File: config.mk
export PLATFORM = sky130hd
export DESIGN_NAME = bmu_ctrl
export DESIGN_NICKNAME = d
export VERILOG_FILES = /design/src/rtl/bmu_ctrl.sv
export SDC_FILE = /design/constraint.sdc
export NUM_CORES = 1
export LEC_CHECK = 0
export CORE_MARGIN = 4
export CORE_UTILIZATION = 29
export CTS_CLUSTER_SIZE = 12
export DETAILED_ROUTE_END_ITERATION = 8
export PLACE_DENSITY_LB_ADDON = 0.25
export SETUP_SLACK_MARGIN = 0.05
export SYNTH_ARGS = -nofsm -noshare
export SYNTH_HDL_FRONTEND = slang
export SYNTH_SLANG_ARGS = --single-unit
File: constraint.sdc
create_clock -name clk -period 3.95 [get_ports clk]
set_input_delay 0.395 -clock clk [delete_from_list [all_inputs] [get_ports clk]]
set_output_delay 0.395 -clock clk [all_outputs]
set_load 0.05 [all_outputs]
File: src/rtl/bmu_ctrl.sv
// Branch-metric-unit sequencer: loads 3-pair symbol groups, waits for the BMU result, refreshes on request.
// Optional WAIT-state timeout enabled by defining BMU_CTRL_TIMEOUT_EN.
module bmu_ctrl #(
  parameter int unsigned TIMEOUT = 15
) (
  input  logic       clk,
  input  logic       rst,
  input  logic       sym_valid,
  input  logic [1:0] sym_data,
  input  logic       sym_first,
  output logic       sym_ready,
  input  logic       refresh_req,
  input  logic       bmu_valid,
  output logic [1:0] bit_pair_0,
  output logic [1:0] bit_pair_1,
  output logic [1:0] bit_pair_2,
  output logic       refresh,
  output logic       group_done,
  output logic [7:0] group_cnt,
  output logic       busy,
  output logic       err_sync,
  output logic       err_timeout
);

  typedef enum logic [2:0] {IDLE, LOAD1, LOAD2, WAIT, DONE, REFRESH} state_t;

  state_t state, nxt;
  logic   pend;
  logic   refresh_due;
  logic   accept;
  logic   wr0, wr1, wr2;
  logic   set_sync;
  logic   clr_pairs;

`ifdef BMU_CTRL_TIMEOUT_EN
  localparam logic [3:0] TO_LIM = 4'(TIMEOUT - 1);
  logic [3:0] wait_cnt;
  logic       to_hit;
`endif

  // A request arriving this cycle counts as pending so refresh beats a simultaneous symbol.
  assign refresh_due = pend | refresh_req;

  always_comb begin
    sym_ready = 1'b0;
    case (state)
      IDLE:         sym_ready = rst & ~refresh_due;
      LOAD1, LOAD2: sym_ready = rst;
      default:      sym_ready = 1'b0;
    endcase
  end

  assign accept = sym_valid & sym_ready;

  always_comb begin
    nxt       = state;
    wr0       = 1'b0;
    wr1       = 1'b0;
    wr2       = 1'b0;
    set_sync  = 1'b0;
    clr_pairs = 1'b0;
`ifdef BMU_CTRL_TIMEOUT_EN
    to_hit    = 1'b0;
`endif
    case (state)
      IDLE: begin
        if (refresh_due) begin
          nxt = REFRESH;
        end else if (accept) begin
          wr0 = 1'b1;
          nxt = LOAD1;
        end
      end
      LOAD1, LOAD2: begin
        if (accept) begin
          if (sym_first) begin
            wr0      = 1'b1;
            set_sync = 1'b1;
            nxt      = LOAD1;
          end else if (state == LOAD1) begin
            wr1 = 1'b1;
            nxt = LOAD2;
          end else begin
            wr2 = 1'b1;
            nxt = WAIT;
          end
        end
      end
      WAIT: begin
        if (bmu_valid) begin
          nxt = DONE;
        end
`ifdef BMU_CTRL_TIMEOUT_EN
        else if (wait_cnt == TO_LIM) begin
          to_hit = 1'b1;
          nxt    = REFRESH;
        end
`endif
      end
      DONE:    nxt = refresh_due ? REFRESH : IDLE;
      REFRESH: begin
        clr_pairs = 1'b1;
        nxt       = IDLE;
      end
      default: nxt = IDLE;
    endcase
  end

  always_ff @(posedge clk) begin
    if (!rst) begin
      state      <= IDLE;
      pend       <= 1'b0;
      bit_pair_0 <= '0;
      bit_pair_1 <= '0;
      bit_pair_2 <= '0;
      group_cnt  <= '0;
      err_sync   <= 1'b0;
    end else begin
      state <= nxt;
      if (nxt == REFRESH) begin
        pend <= 1'b0;
      end else if (refresh_req) begin
        pend <= 1'b1;
      end
      if (clr_pairs) begin
        bit_pair_0 <= '0;
        bit_pair_1 <= '0;
        bit_pair_2 <= '0;
      end else begin
        if (wr0) bit_pair_0 <= sym_data;
        if (wr1) bit_pair_1 <= sym_data;
        if (wr2) bit_pair_2 <= sym_data;
      end
      if (state == DONE) begin
        group_cnt <= group_cnt + 8'd1;
      end
      if (set_sync) begin
        err_sync <= 1'b1;
      end
    end
  end

`ifdef BMU_CTRL_TIMEOUT_EN
  always_ff @(posedge clk) begin
    if (!rst) begin
      wait_cnt    <= '0;
      err_timeout <= 1'b0;
    end else begin
      wait_cnt <= (state == WAIT) ? wait_cnt + 4'd1 : '0;
      if (to_hit) begin
        err_timeout <= 1'b1;
      end
    end
  end
`else
  // Timeout logic absent; TIMEOUT is kept so existing instantiations still elaborate.
  assign err_timeout = (TIMEOUT == 0) ? 1'b0 : 1'b0;
`endif

  assign refresh    = (state == REFRESH);
  assign group_done = (state == DONE);
  assign busy       = (state != IDLE);

endmodule

== Word level (Yosys, flattened, before mapping) ==
Cells that the tools add are included.

* Register bits: 19
* Input bits: 8

* Reductions and logical operators: 5
* Eq/ne operators: 6
* $add $sub $neg: 1
* Bitwise logic cells: 5
* Mux-type cells: 24

{| class="wikitable"
|+ Operators with widths
! kind !! number
|-
| 2-to-1 mux 1 bit || 15
|-
| 2-to-1 mux 3 bit || 5
|-
| one-hot mux 3 bit (4 select lines) || 1
|-
| == test 3 bit, second input constant || 3
|-
| adder 8 x 1 -> 8 bit, second input constant || 1
|-
| == test 3 x 2 -> 1 bit, second input constant || 2
|-
| OR reduction 2 bit || 3
|-
| one-hot mux 1 bit (2 select lines) || 2
|-
| == test 3 x 1 -> 1 bit, second input constant || 1
|-
| zero test 3 bit || 1
|-
| nonzero test 3 bit || 1
|-
| AND 1 bit || 2
|-
| 2-to-1 mux 2 bit || 1
|-
| inverter 1 bit || 2
|-
| bitwise OR 1 bit || 1
|}

== Logic depth before layout (Yosys ltp) ==
Gate-level depths: netlist of run 1.

* Word-level depth: 10
* Gate-level depth with buffers: 6
* Gate-level depth less buffers: 5

== Worst setup path before layout of run 1 ==
No wires, ideal clock.

* Path type: register to register
* From: register state[2]
* To: register group_cnt[4]
* Setup slack: 2,246 ps
* Library setup time: 115 ps
* Cell stages (with the launch flop): 7
* Period minus slack after synthesis: 1,704 ps
* Arrival time: 1,589 ps
* Path through: dfxtp_1 or3b_1 buf_2 inv_2 nand4_1 xnor2_1 and2_1

* Cells in the longest elaborated chain, start to end: 1

{| class="wikitable"
|+ Ends and longest elaborated chain
! item !! line !! source
|-
| start: declaration || 27 || <nowiki>state_t state, nxt;</nowiki>
|-
| start signal: assignment || 119 || <nowiki>state <= nxt;</nowiki>
|-
| == test 3 bit || n/a ||
|-
| net group_done || 18 || <nowiki>output logic group_done,</nowiki>
|-
| end signal: assignment || 135 || <nowiki>group_cnt <= group_cnt + 8'd1;</nowiki>
|-
| end: declaration || 19 || <nowiki>output logic [7:0] group_cnt,</nowiki>
|}

The timed path passes the listed nets, and every way through them passes these cells.
A chain may end at the register's enable or synchronous reset.

== Worst setup path in the final report of run 1 ==
* From: input rst
* To: output sym_ready

* Cells in the longest elaborated chain, start to end: 2

{| class="wikitable"
|+ Ends and longest elaborated chain
! item !! line !! source
|-
| start: declaration || 7 || <nowiki>input logic rst,</nowiki>
|-
| AND 1 bit || 47 || <nowiki>IDLE: sym_ready = rst & ~refresh_due;</nowiki>
|-
| one-hot mux 1 bit (2 select lines) (*) || 46 || <nowiki>case (state)</nowiki>
|-
| end: declaration || 11 || <nowiki>output logic sym_ready,</nowiki>
|}

Mark *: on every way between the ends. The rest lies on a longest branch, timed or not.

==> results.yml, run 1 <==
logic_synthesis:
  synth_ff_type: "dfxtp_1"
  synth-edff-count: 0
  yosysUniqueCellTypes: 35
  synth.ff_latch_count: 19
  synth.cell_area_um2: 912
  yosysSeqAreaShare: 0.417
  syn_nets: 112
  synth.avg_cell_area_um2: 8.86
  yosysWarningCount: 0
  ys_async_sr_fraction: 0
  netlist_instances: 103
clocking:
  post_cts_buffers: 0
  hold_buffers: 0
  cts_tree: "yes"
  clockRootBuffer: "clkbuf_4"
  cts_buffers: 3
  clock_path_buffers: 2
  clk_pin_slew_worst_paths_ps: 110
  numClockSinks: 19
  cts_max_level: 1
  clock_latency_ps: 290
  post_cts_resized: 0
setup_path:
  crit_required_ps: 3560
  cp.arrival_ps: 2370
  startpoint_type: "primary input"
  rrSetupSlack_ps: 2280
  worstReg2RegStart: "state[2]"
  end_kind: "output port"
  worstSetupPathType: "primary input to output port"
  r2r_end: "group_cnt[4]"
  path_max_fanout: 14
  worstRegToRegCells: 5
grt:
  antenna_found_initial: 0
  grt_util_all_layers: 0.103
  first_global_vias: 760
  grt_pass1_wl_um: 3320
  gr-total-overflow: 0
  grt_max_degree: 15
placed_design:
  port_buffers: 26
  gp_congestion: 0.796
  dpl_cell_area_mm2: 0.00120
  place_hpwl_um: 1440
cells_and_area:
  nets: 138
  utilization: 0.405
  drive_gt1_frac: 0.0547
  diodes: 0
  synthToLayoutAreaGrowth_pct: 34.6
  stdcell_area_mm2: 0.00123
  nFillCells: 314
sta:
  worst_pin_slew_ps: 506
  timing.setup.tns_ps: 0
  fin_crit_ps: 2770
  rsz0062_at_grt: "no"
  setup_viol: 0
  fmax_mhz: 361
  finalCritPeriodShare: 0.701
  hold_ws_ps: 470
  max_slew_margin: 0.657
  final-hold-violation-count: 0
  slew_viol_final: 0
  skew_ps: 4.44
power:
  powerDensity_mw_per_mm2: 319
  p_leak_nw: 0.503
  ir_worst_vdd_mv: 0.156
route:
  drt-total-wl_um: 1920
  drc: 0
  dr.pass1.iters: 2
  wl_per_cell_um: 11.2
  postRouteAntennaNets: 0
  viasPerCell: 4.37
  drtIter0Drc: 23
  vias: 752
hold_path:
  hold_depth: 2
  min-delay-start: "bit_pair_0[0]"
  holdPathEnd: "bit_pair_0[0]"
  hp-class: "flip-flop to flip-flop"
floorplan:
  die_h_um: 64.1
  die_x_um: 64.1
  initial_core_util: 0.301
  ios: 28
  die_area_mm2: 0.00411
  num_rows: 20
  coreArea_mm2: 0.00303
flow_run:
  max-cap-violations: 0
outcome:
  status: "finished, final reports clean"
[worst max-delay path, cell delays in order]
cell and delay [ps]:
clkdlybuf4s50_1 710, and2b_1 210, o211a_1 230, clkdlybuf4s50_1 830
[kinds of logic (layout without fill, tap and decap cells)]
group,Yosys count,after routing,synth area share
fa+ha+maj,1,1,0.0137
compound gates,13,13,0.100
xor+xnor,7,7,0.0672
buf+inv,8,33,0.0411
other cells,1,1,0.00411
simple gates,48,48,0.291
flops,19,19,0.417
mux,6,6,0.0658
[cells in the mapped netlist, drive strengths merged (4+ instances only)]
master	count	area share
nor2	4	0.016
xnor2	5	0.048
nor2b	4	0.027
nand2	14	0.058
and2	7	0.048
dfxtp	19	0.42
buf	4	0.025
mux2i	6	0.066
o21ai	4	0.022
nand3	4	0.022
[worst max-delay path by stage]
stage,depth (start not counted),endpoint,slack [ps],from
global placement,4,sym_ready,1220,rst
CTS,4,sym_ready,1150,rst
floorplan,6,group_cnt[4],2250,state[2]
finish,4,sym_ready,1180,rst
detailed placement,4,sym_ready,1160,rst
global route,4,sym_ready,1050,rst
[power breakdown]
part	internal (mW)	switching (mW)
Sequential	0.199	0.00899
Combinational	0.0334	0.0529
Clock	0.0392	0.0581
Total	0.271	0.120
[registers in the layout, summed over array words and instances (netlist names)]
register	flops
err_sync	1
state	3
group_cnt	8
bit_pair_1	2
bit_pair_2	2
pend	1
bit_pair_0	2
[layout by cell type (no fill, tap or decap), types with 2 or more instances in the layout]
master,instances
dfxtp_1,19
mux2i_1,6
xor2_1,2
or3_1,2
nand4_1,3
o21ai_0,4
inv_1,2
and2_1,7
nand3_1,4
nor3_2,2
xnor2_1,5
and3b_1,2
a21boi_0,2
nor2_1,4
clkbuf_4,3
nand2_1,14
clkdlybuf4s50_1,26
nor2b_1,4
[routing by layer]
metal,global-route usage,share of wire,vias to the layer above
met3,0.0422,0.042,2
li1,-,-,398
met5,0,0,-
met2,0.182,0.48,17
met1,0.114,0.47,335
met4,0.0243,0.0068,0
[per-stage QoR]
| stage | setup slack [ps] | total power [mW] | cells |
|---|---|---|---|
| final | 1180 | 0.391 | 172 |
| after global routing | 1050 | 0.415 | 172 |
| after CTS | 1150 | 0.399 | 172 |
| after detailed placement | 1160 | 0.299 | 168 |
| after global placement | 1220 | 0.298 | 168 |
| after floorplan | 2250 | 0.270 | 103 |
[final cells by class]
cell class | count | area, um^2 | share of cell area
timing repair buffer | 26 | 260 | 0.212
inverter | 3 | 11.3 | 0.00917
sequential | 19 | 380 | 0.310
clock buffer | 4 | 26.3 | 0.0214
multi-input combinational | 76 | 494 | 0.403
tap | 44 | 55.1 | 0.0449
Power figures use the tool's default switching activity.
==> run 2: changes to the inputs <==
==> constraint.sdc (replaced) <==
create_clock -name clk -period 2.8 [get_ports clk]
set_input_delay 0.28 -clock clk [delete_from_list [all_inputs] [get_ports clk]]
set_output_delay 0.28 -clock clk [all_outputs]
set_load 0.05 [all_outputs]
==> run 2 against run 1 <==
Hold slack got worse by 0.85 ps. Sequential share of layout area increased by 0.063 points. Die area did not move. Worst setup slack lost 890 ps. First-iteration DRC count shrank 17%. Combinational power grew 41%. Critical path depth shrank 1. Highest routed layer unchanged.
==> results.yml, run 2 (same netlist as run 1, synthesis figures left out) <==
cells_and_area:
  final_cell_mix: "clkdlybuf4s50_1 (25), dfxtp_1 (19), nand2_1 (14), and2_1 (7), mux2i_1 (6)"
  drive_gt1_frac: 0.0625
  multi_input_area_um2: 494
  utilization: 0.405
  synthToLayoutAreaGrowth_pct: 34.3
  diodes: 0
  largest-register: "group_cnt"
  seq_area_um2: 380
  largest_register_ffs: 8
  layout_commonest_cell: "clkdlybuf4s50_1"
  largestRegisters: "group_cnt x8, state x3"
  stdcell_area_mm2: 0.00122
  nets: 138
  post_layout_nonfiller_instances: 172
  nFillCells: 335
hold_path:
  min-delay-start: "bit_pair_1[1]"
  holdPathEnd: "bit_pair_1[1]"
  hp-class: "flip-flop to flip-flop"
  hold_depth: 2
clocking:
  numClockSinks: 19
  cts_max_level: 1
  clockRootBuffer: "clkbuf_4"
  cts_tree: "yes"
  clock_latency_ps: 300
  post_cts_buffers: 0
  clk_pin_slew_worst_paths_ps: 100
  cts_buffers: 3
  clock_path_buffers: 2
  post_cts_resized: 0
  hold_buffers: 0
power:
  p_leak_nw: 0.504
  powerDensity_mw_per_mm2: 453
  fin_total_pwr_mw: 0.555
  ir_worst_vdd_mv: 0.305
placed_design:
  place_hpwl_um: 1470
  gp_congestion: 0.771
  port_buffers: 26
  dpl_cell_area_mm2: 0.00120
  place_inst: 168
setup_path:
  path_max_fanout: 9
  worstRegToRegCells: 5
  cp.arrival_ps: 2220
  r2r_end: "group_cnt[4]"
  worstSetupPathType: "flip-flop to output port"
  worstReg2RegStart: "state[2]"
  crit_required_ps: 2520
  end_kind: "output port"
  startpoint_type: "flip-flop"
  rrSetupSlack_ps: 1180
grt:
  first_global_vias: 769
  grt_util_all_layers: 0.101
  grt_pass1_wl_um: 3270
  grt_max_degree: 15
  antenna_found_initial: 0
  gr-total-overflow: 0
route:
  wl_per_cell_um: 11.4
  dr.pass1.iters: 4
  drtIter0Drc: 19
  vias: 778
  drc: 0
  postRouteAntennaNets: 0
  drt-total-wl_um: 1960
  viasPerCell: 4.52
outcome:
  status: "finished, final reports clean"
flow_run:
  max-cap-violations: 0
floorplan:
  coreArea_mm2: 0.00303
  die_x_um: 64.1
  ios: 28
  die_h_um: 64.1
  num_rows: 20
  initial_core_util: 0.301
  die_area_mm2: 0.00411
sta:
  timing.setup.tns_ps: 0
  skew_ps: 8.39
  finalCritPeriodShare: 0.895
  worst_pin_slew_ps: 506
  fin_crit_ps: 2500
  rsz0062_at_grt: "no"
  setup_viol: 0
  final-hold-violation-count: 0
  slew_viol_final: 0
  max_slew_margin: 0.662
  fmax_mhz: 399
-- run 2: cell type report --
cell class,count,area share
Clock buffer,4,0.0215
Tap cell,44,0.0449
Sequential cell,19,0.311
Multi-Input combinational cell,76,0.403
Inverter,3,0.00919
Timing Repair Buffer,26,0.210
-- run 2: through the flow --
step,hold slack [ps],setup WS (ps)
floorplan,419,1100
global placement,451,660
detailed placement,451,623
CTS,474,284
global route,509,204
finish,469,295
-- run 2: worst max-delay path, stage by stage (launching register included) --
cell and delay, ps:
dfxtp_1 480, or3b_1 510, inv_2 130, clkdlybuf4s50_1 810
-- run 2: how the worst max path moves through the flow --
stage / from / to
final: state[2] / group_done
after global routing: state[2] / group_done
after CTS: state[2] / group_done
after detailed placement: state[2] / group_done
after global placement: state[2] / group_done
after floorplan: state[2] / group_cnt[4]
-- run 2: routing by layer --
layer / vias up / wire, um / global-route usage / share of wire
met4: 0 / 8 / 0.0162 / 0.0041
met1: 360 / 854 / 0.103 / 0.44
li1: 395 / - / - / -
met2: 21 / 947 / 0.183 / 0.48
met5: - / 0 / 0 / 0
met3: 2 / 145 / 0.0510 / 0.074
-- run 2: where the power goes --
group / switching, mW / internal [mW] / leakage (nW)
clock network: 0.0852 / 0.0555 / 0.0150
logic: 0.0751 / 0.0466 / 0.335
registers: 0.0125 / 0.280 / 0.154
==> run 3: changes to the inputs <==
--- a/config.mk
+++ b/config.mk
@@ -9,6 +9,7 @@
 export CORE_UTILIZATION = 29
 export CTS_CLUSTER_SIZE = 12
 export DETAILED_ROUTE_END_ITERATION = 8
+export HOLD_SLACK_MARGIN = 0.05
 export PLACE_DENSITY_LB_ADDON = 0.25
 export SETUP_SLACK_MARGIN = 0.05
 export SYNTH_ARGS = -nofsm -noshare
==> results of run 3 <==
The final DEF is identical to that of run 2; final timing and power are the same.
